--- src/rtl/trig_readout_scheduler_if.sv ---
// Trigger-side and readout-side signal bundle for trig_readout_scheduler.
//
// Handshake semantics (readout side): a transfer happens on every rising aclk
// edge where m_valid_o and m_ready_i are both high. While m_valid_o is high
// and m_ready_i is low, m_trig_time_o and m_event_no_o are held stable and
// m_valid_o stays high. trig_valid_i is a one-cycle strobe with no
// backpressure: a trigger not accepted in its cycle is lost (and counted).
interface trig_readout_scheduler_if #(
   parameter int TIMEBITS = 16
);
   logic [TIMEBITS-1:0] trig_time_i;
   logic                trig_valid_i;
   logic [TIMEBITS-1:0] m_trig_time_o;
   logic [15:0]         m_event_no_o;
   logic                m_valid_o;
   logic                m_ready_i;

   // The scheduler: consumes triggers, produces readout requests.
   modport slave (
      input  trig_time_i, trig_valid_i, m_ready_i,
      output m_trig_time_o, m_event_no_o, m_valid_o
   );

   // The environment: produces triggers, consumes readout requests.
   modport master (
      output trig_time_i, trig_valid_i, m_ready_i,
      input  m_trig_time_o, m_event_no_o, m_valid_o
   );
endinterface

--- src/rtl/trig_readout_scheduler.sv ---
// Trigger readout scheduler (aclk domain).
// Accepts triggers while a run is active, enforcing a minimum spacing between
// accepted triggers and a free event-buffer credit per trigger, tags each one
// with an event number and hands it to the URAM address path over valid/ready.
// Refused triggers during a run are counted; buffers return credits via
// buf_done_i.
// Optional: define TRIG_SCHED_DEADTIME_EN to add deadtime_o, a saturating count
// of RUN cycles spent credit-starved or in holdoff.
module trig_readout_scheduler #(
   parameter int NBUF     = 4,
   parameter int HOLDOFF  = 32,
   parameter int TIMEBITS = 16,
   parameter int CNTBITS  = 16
) (
   input  logic                        aclk_i,
   input  logic                        aclk_rst_i,
   input  logic                        run_rst_i,
   input  logic                        run_stop_i,
   trig_readout_scheduler_if.slave     bus,
   input  logic                        buf_done_i,
   output logic [$clog2(NBUF+1)-1:0]   credits_o,
   output logic [CNTBITS-1:0]          drop_count_o,
   output logic                        running_o,
   output logic                        stopped_o,
   output logic                        err_o,
   output logic [1:0]                  state_o
`ifdef TRIG_SCHED_DEADTIME_EN
   ,
   output logic [31:0]                 deadtime_o
`endif
);

   localparam int CW = $clog2(NBUF + 1);
   localparam int HW = (HOLDOFF > 1) ? $clog2(HOLDOFF) : 1;
   localparam logic [CW-1:0] NBUF_C    = CW'(NBUF);
   localparam logic [HW-1:0] HOLD_LOAD = HW'(HOLDOFF - 1);

   typedef enum logic [1:0] {
      S_IDLE  = 2'd0,
      S_RUN   = 2'd1,
      S_DRAIN = 2'd2
   } state_t;

   state_t              state;
   logic [CW-1:0]       credits;
   logic [HW-1:0]       holdoff;
   logic [15:0]         event_no;
   logic [TIMEBITS-1:0] time_q;
   logic [15:0]         event_q;
   logic                valid_q;

   logic                out_free;
   logic                accept;
   logic                drop;
   logic                run_clr;
   logic [15:0]         event_cur;

   assign state_o           = state;
   assign credits_o         = credits;
   assign bus.m_trig_time_o = time_q;
   assign bus.m_event_no_o  = event_q;
   assign bus.m_valid_o     = valid_q;

   // The output register can take a new request when empty or being drained.
   assign out_free = !valid_q || bus.m_ready_i;

   // A stop in the same cycle as a trigger always refuses it.
   assign accept = bus.trig_valid_i && (state == S_RUN) && !run_stop_i &&
                   (credits != '0) && (holdoff == '0) && out_free;

   assign drop = bus.trig_valid_i && (state == S_RUN) && !accept;

   // Run-start clears counters; a simultaneous stop wins and suppresses it.
   assign run_clr = run_rst_i &&
                    ((state == S_IDLE) || ((state == S_RUN) && !run_stop_i));

   // A trigger accepted together with a run restart is the first of the new run.
   assign event_cur = run_clr ? 16'd0 : event_no;

   // Run-state machine with registered status flags.
   always_ff @(posedge aclk_i) begin
      if (aclk_rst_i) begin
         state     <= S_IDLE;
         running_o <= 1'b0;
         stopped_o <= 1'b1;
      end else begin
         case (state)
            S_IDLE: begin
               if (run_rst_i) begin
                  state     <= S_RUN;
                  running_o <= 1'b1;
                  stopped_o <= 1'b0;
               end
            end
            S_RUN: begin
               if (run_stop_i) begin
                  state     <= S_DRAIN;
                  running_o <= 1'b0;
               end
            end
            S_DRAIN: begin
               if (!valid_q && (credits == NBUF_C)) begin
                  state     <= S_IDLE;
                  stopped_o <= 1'b1;
               end
            end
            default: begin
               state     <= S_IDLE;
               running_o <= 1'b0;
               stopped_o <= 1'b1;
            end
         endcase
      end
   end

   // Readout request register: load on accept, hold until handshake.
   always_ff @(posedge aclk_i) begin
      if (aclk_rst_i) begin
         valid_q <= 1'b0;
         time_q  <= '0;
         event_q <= '0;
      end else if (accept) begin
         valid_q <= 1'b1;
         time_q  <= bus.trig_time_i;
         event_q <= event_cur;
      end else if (bus.m_ready_i) begin
         valid_q <= 1'b0;
      end
   end

   // Event numbering and saturating drop counter for the current run.
   always_ff @(posedge aclk_i) begin
      if (aclk_rst_i) begin
         event_no     <= '0;
         drop_count_o <= '0;
      end else begin
         if (accept) begin
            event_no <= event_cur + 16'd1;
         end else if (run_clr) begin
            event_no <= 16'd0;
         end

         if (run_clr) begin
            drop_count_o <= {{(CNTBITS-1){1'b0}}, drop};
         end else if (drop && (drop_count_o != {CNTBITS{1'b1}})) begin
            drop_count_o <= drop_count_o + CNTBITS'(1);
         end
      end
   end

   // Trigger spacing: loaded on accept, counts down to zero.
   always_ff @(posedge aclk_i) begin
      if (aclk_rst_i) begin
         holdoff <= '0;
      end else if ((state == S_IDLE) && run_rst_i) begin
         holdoff <= '0;
      end else if (accept) begin
         holdoff <= HOLD_LOAD;
      end else if (holdoff != '0) begin
         holdoff <= holdoff - HW'(1);
      end
   end

   // Buffer credits and sticky overflow error (release with all buffers free).
   always_ff @(posedge aclk_i) begin
      if (aclk_rst_i) begin
         credits <= NBUF_C;
         err_o   <= 1'b0;
      end else if (accept && !buf_done_i) begin
         credits <= credits - CW'(1);
      end else if (buf_done_i && !accept) begin
         if (credits == NBUF_C) begin
            err_o <= 1'b1;
         end else begin
            credits <= credits + CW'(1);
         end
      end
   end

`ifdef TRIG_SCHED_DEADTIME_EN
   // Deadtime: RUN cycles where no trigger could be taken for lack of credit or spacing.
   always_ff @(posedge aclk_i) begin
      if (aclk_rst_i) begin
         deadtime_o <= '0;
      end else if (run_clr) begin
         deadtime_o <= '0;
      end else if ((state == S_RUN) && ((credits == '0) || (holdoff != '0)) &&
                   (deadtime_o != 32'hFFFF_FFFF)) begin
         deadtime_o <= deadtime_o + 32'd1;
      end
   end
`endif

endmodule

--- src/flat_wrapper.sv ---
// flat-port wrapper written by rule: the top's interface ports become plain ports
module trig_readout_scheduler_flat 
#(
   parameter int NBUF     = 4,
   parameter int HOLDOFF  = 32,
   parameter int TIMEBITS = 16,
   parameter int CNTBITS  = 16
)
  (aclk_i, aclk_rst_i, run_rst_i, run_stop_i, buf_done_i, credits_o, drop_count_o, running_o, stopped_o, err_o, state_o, bus_trig_time_i, bus_trig_valid_i, bus_m_ready_i, bus_m_trig_time_o, bus_m_event_no_o, bus_m_valid_o);
  trig_readout_scheduler_if #(.TIMEBITS(TIMEBITS)) bus_i ();
  input  logic aclk_i;
  input  logic aclk_rst_i;
  input  logic run_rst_i;
  input  logic run_stop_i;
  input  logic buf_done_i;
  output logic [$clog2(NBUF+1)-1:0] credits_o;
  output logic [CNTBITS-1:0] drop_count_o;
  output logic running_o;
  output logic stopped_o;
  output logic err_o;
  output logic [1:0] state_o;
  input wire logic [$bits(bus_i.trig_time_i)-1:0] bus_trig_time_i;
  input wire logic [$bits(bus_i.trig_valid_i)-1:0] bus_trig_valid_i;
  input wire logic [$bits(bus_i.m_ready_i)-1:0] bus_m_ready_i;
  output wire logic [$bits(bus_i.m_trig_time_o)-1:0] bus_m_trig_time_o;
  output wire logic [$bits(bus_i.m_event_no_o)-1:0] bus_m_event_no_o;
  output wire logic [$bits(bus_i.m_valid_o)-1:0] bus_m_valid_o;
  assign bus_i.trig_time_i = bus_trig_time_i;
  assign bus_i.trig_valid_i = bus_trig_valid_i;
  assign bus_i.m_ready_i = bus_m_ready_i;
  assign bus_m_trig_time_o = bus_i.m_trig_time_o;
  assign bus_m_event_no_o = bus_i.m_event_no_o;
  assign bus_m_valid_o = bus_i.m_valid_o;
  trig_readout_scheduler #(.NBUF(NBUF), .HOLDOFF(HOLDOFF), .TIMEBITS(TIMEBITS), .CNTBITS(CNTBITS)) u_core (.aclk_i(aclk_i), .aclk_rst_i(aclk_rst_i), .run_rst_i(run_rst_i), .run_stop_i(run_stop_i), .bus(bus_i), .buf_done_i(buf_done_i), .credits_o(credits_o), .drop_count_o(drop_count_o), .running_o(running_o), .stopped_o(stopped_o), .err_o(err_o), .state_o(state_o));
endmodule
--- config.mk ---
export PLATFORM = sky130hd
export DESIGN_NAME = trig_readout_scheduler_flat
export DESIGN_NICKNAME = d
export VERILOG_FILES = /design/src/rtl/trig_readout_scheduler_if.sv /design/src/rtl/trig_readout_scheduler.sv /design/src/flat_wrapper.sv
export SDC_FILE = /design/constraint.sdc
export NUM_CORES = 1
export LEC_CHECK = 0
export ABC_AREA = 1
export BUFFER_PORTS_ARGS = -buffer_cell sky130_fd_sc_hd__buf_4
export CAP_MARGIN = 20
export CORE_MARGIN = 2
export CORE_UTILIZATION = 50
export CTS_CLUSTER_DIAMETER = 120
export DETAILED_ROUTE_END_ITERATION = 7
export GPL_TIMING_DRIVEN = 0
export PLACE_DENSITY = 0.74
export SLEW_MARGIN = 20
export SYNTH_ARGS = -nofsm -noshare
export SYNTH_HDL_FRONTEND = slang
export SYNTH_SLANG_ARGS = --single-unit
export TNS_END_PERCENT = 1
--- constraint.sdc ---
create_clock -name aclk_i -period 3.4 [get_ports aclk_i]
set_clock_uncertainty 0.1 [all_clocks]
set_input_delay 0.17 -clock aclk_i [delete_from_list [all_inputs] [get_ports aclk_i]]
set_output_delay 0.17 -clock aclk_i [all_outputs]
set_load 0.03 [all_outputs]
==> results.cfg <==
[logic_synthesis]
yosys.area_share.xor_xnor_pct = 2.692
ys_ff_latch = 78
syn_area_um2 = 3578
synth_compound_area_share_pct = 15.03
synth-adder-area-share_pct = 2.657
yosys.cell_types.count = 36
yosys-top-cells-count = nand2_1, dfxtp_1, a21oi_1
async_flop_share_pct = 0
syn_nets = 519
yosys_warnings = 0
ys_seq_area_share_pct = 43.64
synth_mux_area_share_pct = 0
synth_largest_area_cell = dfxtp_1
syn_avg_cell_area_um2 = 7.318
ys.flop_type = dfxtp_1
synth_top_area_share_pct = 43.64
synth_top_family_by_area = simple AND/OR/NAND/NOR gates
synth_edf_count = 0
yosys.cell_count.top_type = nand2_1
synthSimpleGateAreaFrac_pct = 27.13
netlist_instances = 489
synthTopCellsByArea = dfxtp_1, nand2_1, a21oi_1

[pwr]
switching_share_pct = 31.27
internal-power_uw = 1511
power_uw = 2198
switchingPower_uw = 687.4
power_density_nw_per_um2 = 472.1
p_leak_uw = 0.001900
vdd_ir_drop_max_mv = 0.2289
power_frac_seq_pct = 45.9
clkPwrFrac_pct = 32.2
p_comb_share_pct = 21.9

[placement]
place_congestion = 0.9157
placedInstanceArea_um2 = 4292
dp_hpwl_um = 6436
portBuffers = 79

[min_path]
hold_class = primary input to flip-flop
hold_path_depth = 3

[clocking]
htreeDepth = 3
clk_path_buf_depth = 2
cts_tree = yes
path_clk_slew_ns = 0.08
clk_latency_ns = 0.35
cts.root.buffer_cell = clkbuf_8
clock-sinks = 78
cts_resized = 0
numCtsBuffers = 9

[finish]
areaGrowthSynthToFinish_pct = 30.14
final_area_um2 = 4657
multi_input_area_um2 = 1700
regArea_um2 = 1562
diodes = 0
final_layout_size_suffix_gt1_share_pct = 19.83
nets = 625
postLayoutCoreUtil_pct = 67.80
nFillCells = 600

[worst_setup_path]
cp_max_fo = 19
path_cells = inv_1, ha_1, inv_1, nor2_1, nand2_2, nor2_4, nand3_4, inv_2, buf_4, ha_1, inv_1, fa_1, xor2_1, o21ai_0, inv_1, nor2_1, o31ai_1
crit_type = flip-flop to flip-flop
slowest_delay_ns = 0.39
crit_path_top_delay_cell = fa_1
critPathRequiredTime_ns = 3.54
ff2ff_setup_slack_ns = 0.45
cpMostUsedCell = inv_1
endpoint_kind = flip-flop
reg2reg_depth = 17
arrival_ns = 3.10
start_kind = flip-flop

[grt]
grt_first_pass_wirelength_um = 15190
grt-ovfl-total = 0
grt_pass1_vias = 3382
track_usage_pct = 24.90
grt_start_max_net_pins = 14
antenna_found_initial = 0

[detailed_routing]
routed-via-count = 3547
first_pass_iters = 4
wl_per_cell_um = 13.20
wl_um = 9188
avgViaCountPerCell = 5.096
drt_iter0_drc = 265
drc_errors = 0
drtAntennaViolNets = 0

[timing]
tightest_slew_ns = 0.6037
rsz0062_at_grt = false
setup_viol = 0
finalCritPeriodShare_pct = 86.88
timing.fmax_mhz = 338.5
relSlewSlack_pct = 59.75
hold_violations = 0
slew_viol_final = 0
fin_tns_setup_ns = 0
finalCriticalPeriod_ns = 2.954

[run_status]
outcome = completed

[floorplan]
die-area_um2 = 7850
core_um2 = 6869
start_util_pct = 52.09
ioPinCount = 80
num_rows = 30
dieHeight_um = 88.60
die_x_um = 88.60

[job]
cap_violations = 0
power by group through the flow:
stage,Sequential [uW],Clock [uW],Combinational [uW]
4_1_cts,1010,718,484
2_1_floorplan,1090,0,263
3_5_place_dp,1030,0,463
6_report,1010,707,482
5_1_grt,1020,758,535
3_3_place_gp,1030,0,447
layout by cell type (no fill, tap or decap), types with 2 or more instances in the layout:
master         synthesis  routed
nor3_2                 2       2
nand2_2                3       3
buf_6                  2       2
inv_1                 54      54
nand4_1                9       9
inv_2                  3       3
xor2_1                 6       6
nand2_1              108     108
buf_4                  3      82
xnor2_1                5       5
buf_2                  3       2
ha_1                   6       6
nor2_1                42      42
clkbuf_1               9      10
a211oi_1               4       4
and3_1                 2       2
nor2_4                 2       2
dlygate4sd3_1          0      17
o21ai_0               33      33
nand3_1               19      19
dfxtp_1               78      78
clkinvlp_4             0       2
clkbuf_8               0      10
nor3_1                17      17
nor3b_1                2       2
nand3_2                4       4
a21oi_1               61      61
path summary, 6_finish.rpt:
check | startpoint | to
setup / recovery | u_core.holdoff[0] | u_core.credits_o[2]
hold / removal | run_rst_i | u_core.state_o[0]
setup reg to reg | u_core.holdoff[0] | u_core.credits_o[2]
hold reg to reg | u_core.err_o | u_core.err_o
cells by family after synthesis:
kind of cell / Yosys count
AOI/OAI and AO/OA: 103
xor gates and xnor gates: 11
DFF: 78
adders and majority gates: 7
buffers and inverters: 76
and+or+nand+nor: 214
registers in the layout (all words and copies together), names as in the netlist:
signal,flops
u_core.bus.m_event_no_o,16
u_core.bus.m_trig_time_o,16
u_core.bus.m_valid_o,1
u_core.credits_o,3
u_core.drop_count_o,16
u_core.err_o,1
u_core.event_no,16
u_core.holdoff,5
u_core.running_o,1
u_core.state_o,2
u_core.stopped_o,1
metal layers:
metal | wire length, um | vias to the layer above | track usage, %
li1 | - | 1816 | -
met1 | 4007 | 1633 | 30.51
met2 | 4638 | 85 | 42.65
met3 | 387 | 13 | 4.384
met4 | 154 | 0 | 11.43
met5 | 0 | - | 0
metrics by stage:
stage	instances	hold slack, ns	setup slack, ns
after CTS	697	0.05452	0.2702
after floorplan	489	0.2130	0.6675
after detailed placement	664	0.3290	0.2821
after global routing	696	0.07634	0.1780
final	696	0.06754	0.4461
after global placement	664	0.3248	0.4018
worst max-delay path, delay by kind of cell (launching register included):
kind,cells,cell delay (ns)
and+or+nand+nor,5,0.60
adders and majority gates,3,0.76
DFF,1,0.33
AOI/OAI and AO/OA,2,0.24
buffers and inverters,6,0.64
xor gates and xnor gates,1,0.16
final cells by class:
class | count | share of cell area [%]
Clock inverter | 5 | 1.263
Sequential cell | 78 | 33.53
Inverter | 58 | 4.675
Buffer | 17 | 2.015
Timing Repair Buffer | 96 | 16.39
Clock buffer | 11 | 3.036
Tap cell | 96 | 2.579
Multi-Input combinational cell | 335 | 36.51
what timing repair did:
action,CTS,global route
setup buffers,0,0
hold endpoints to repair,17,0
endpoints found under the setup margin,0,1
hold buffers,17,0
No activity file was read; power rests on OpenSTA's default activity.
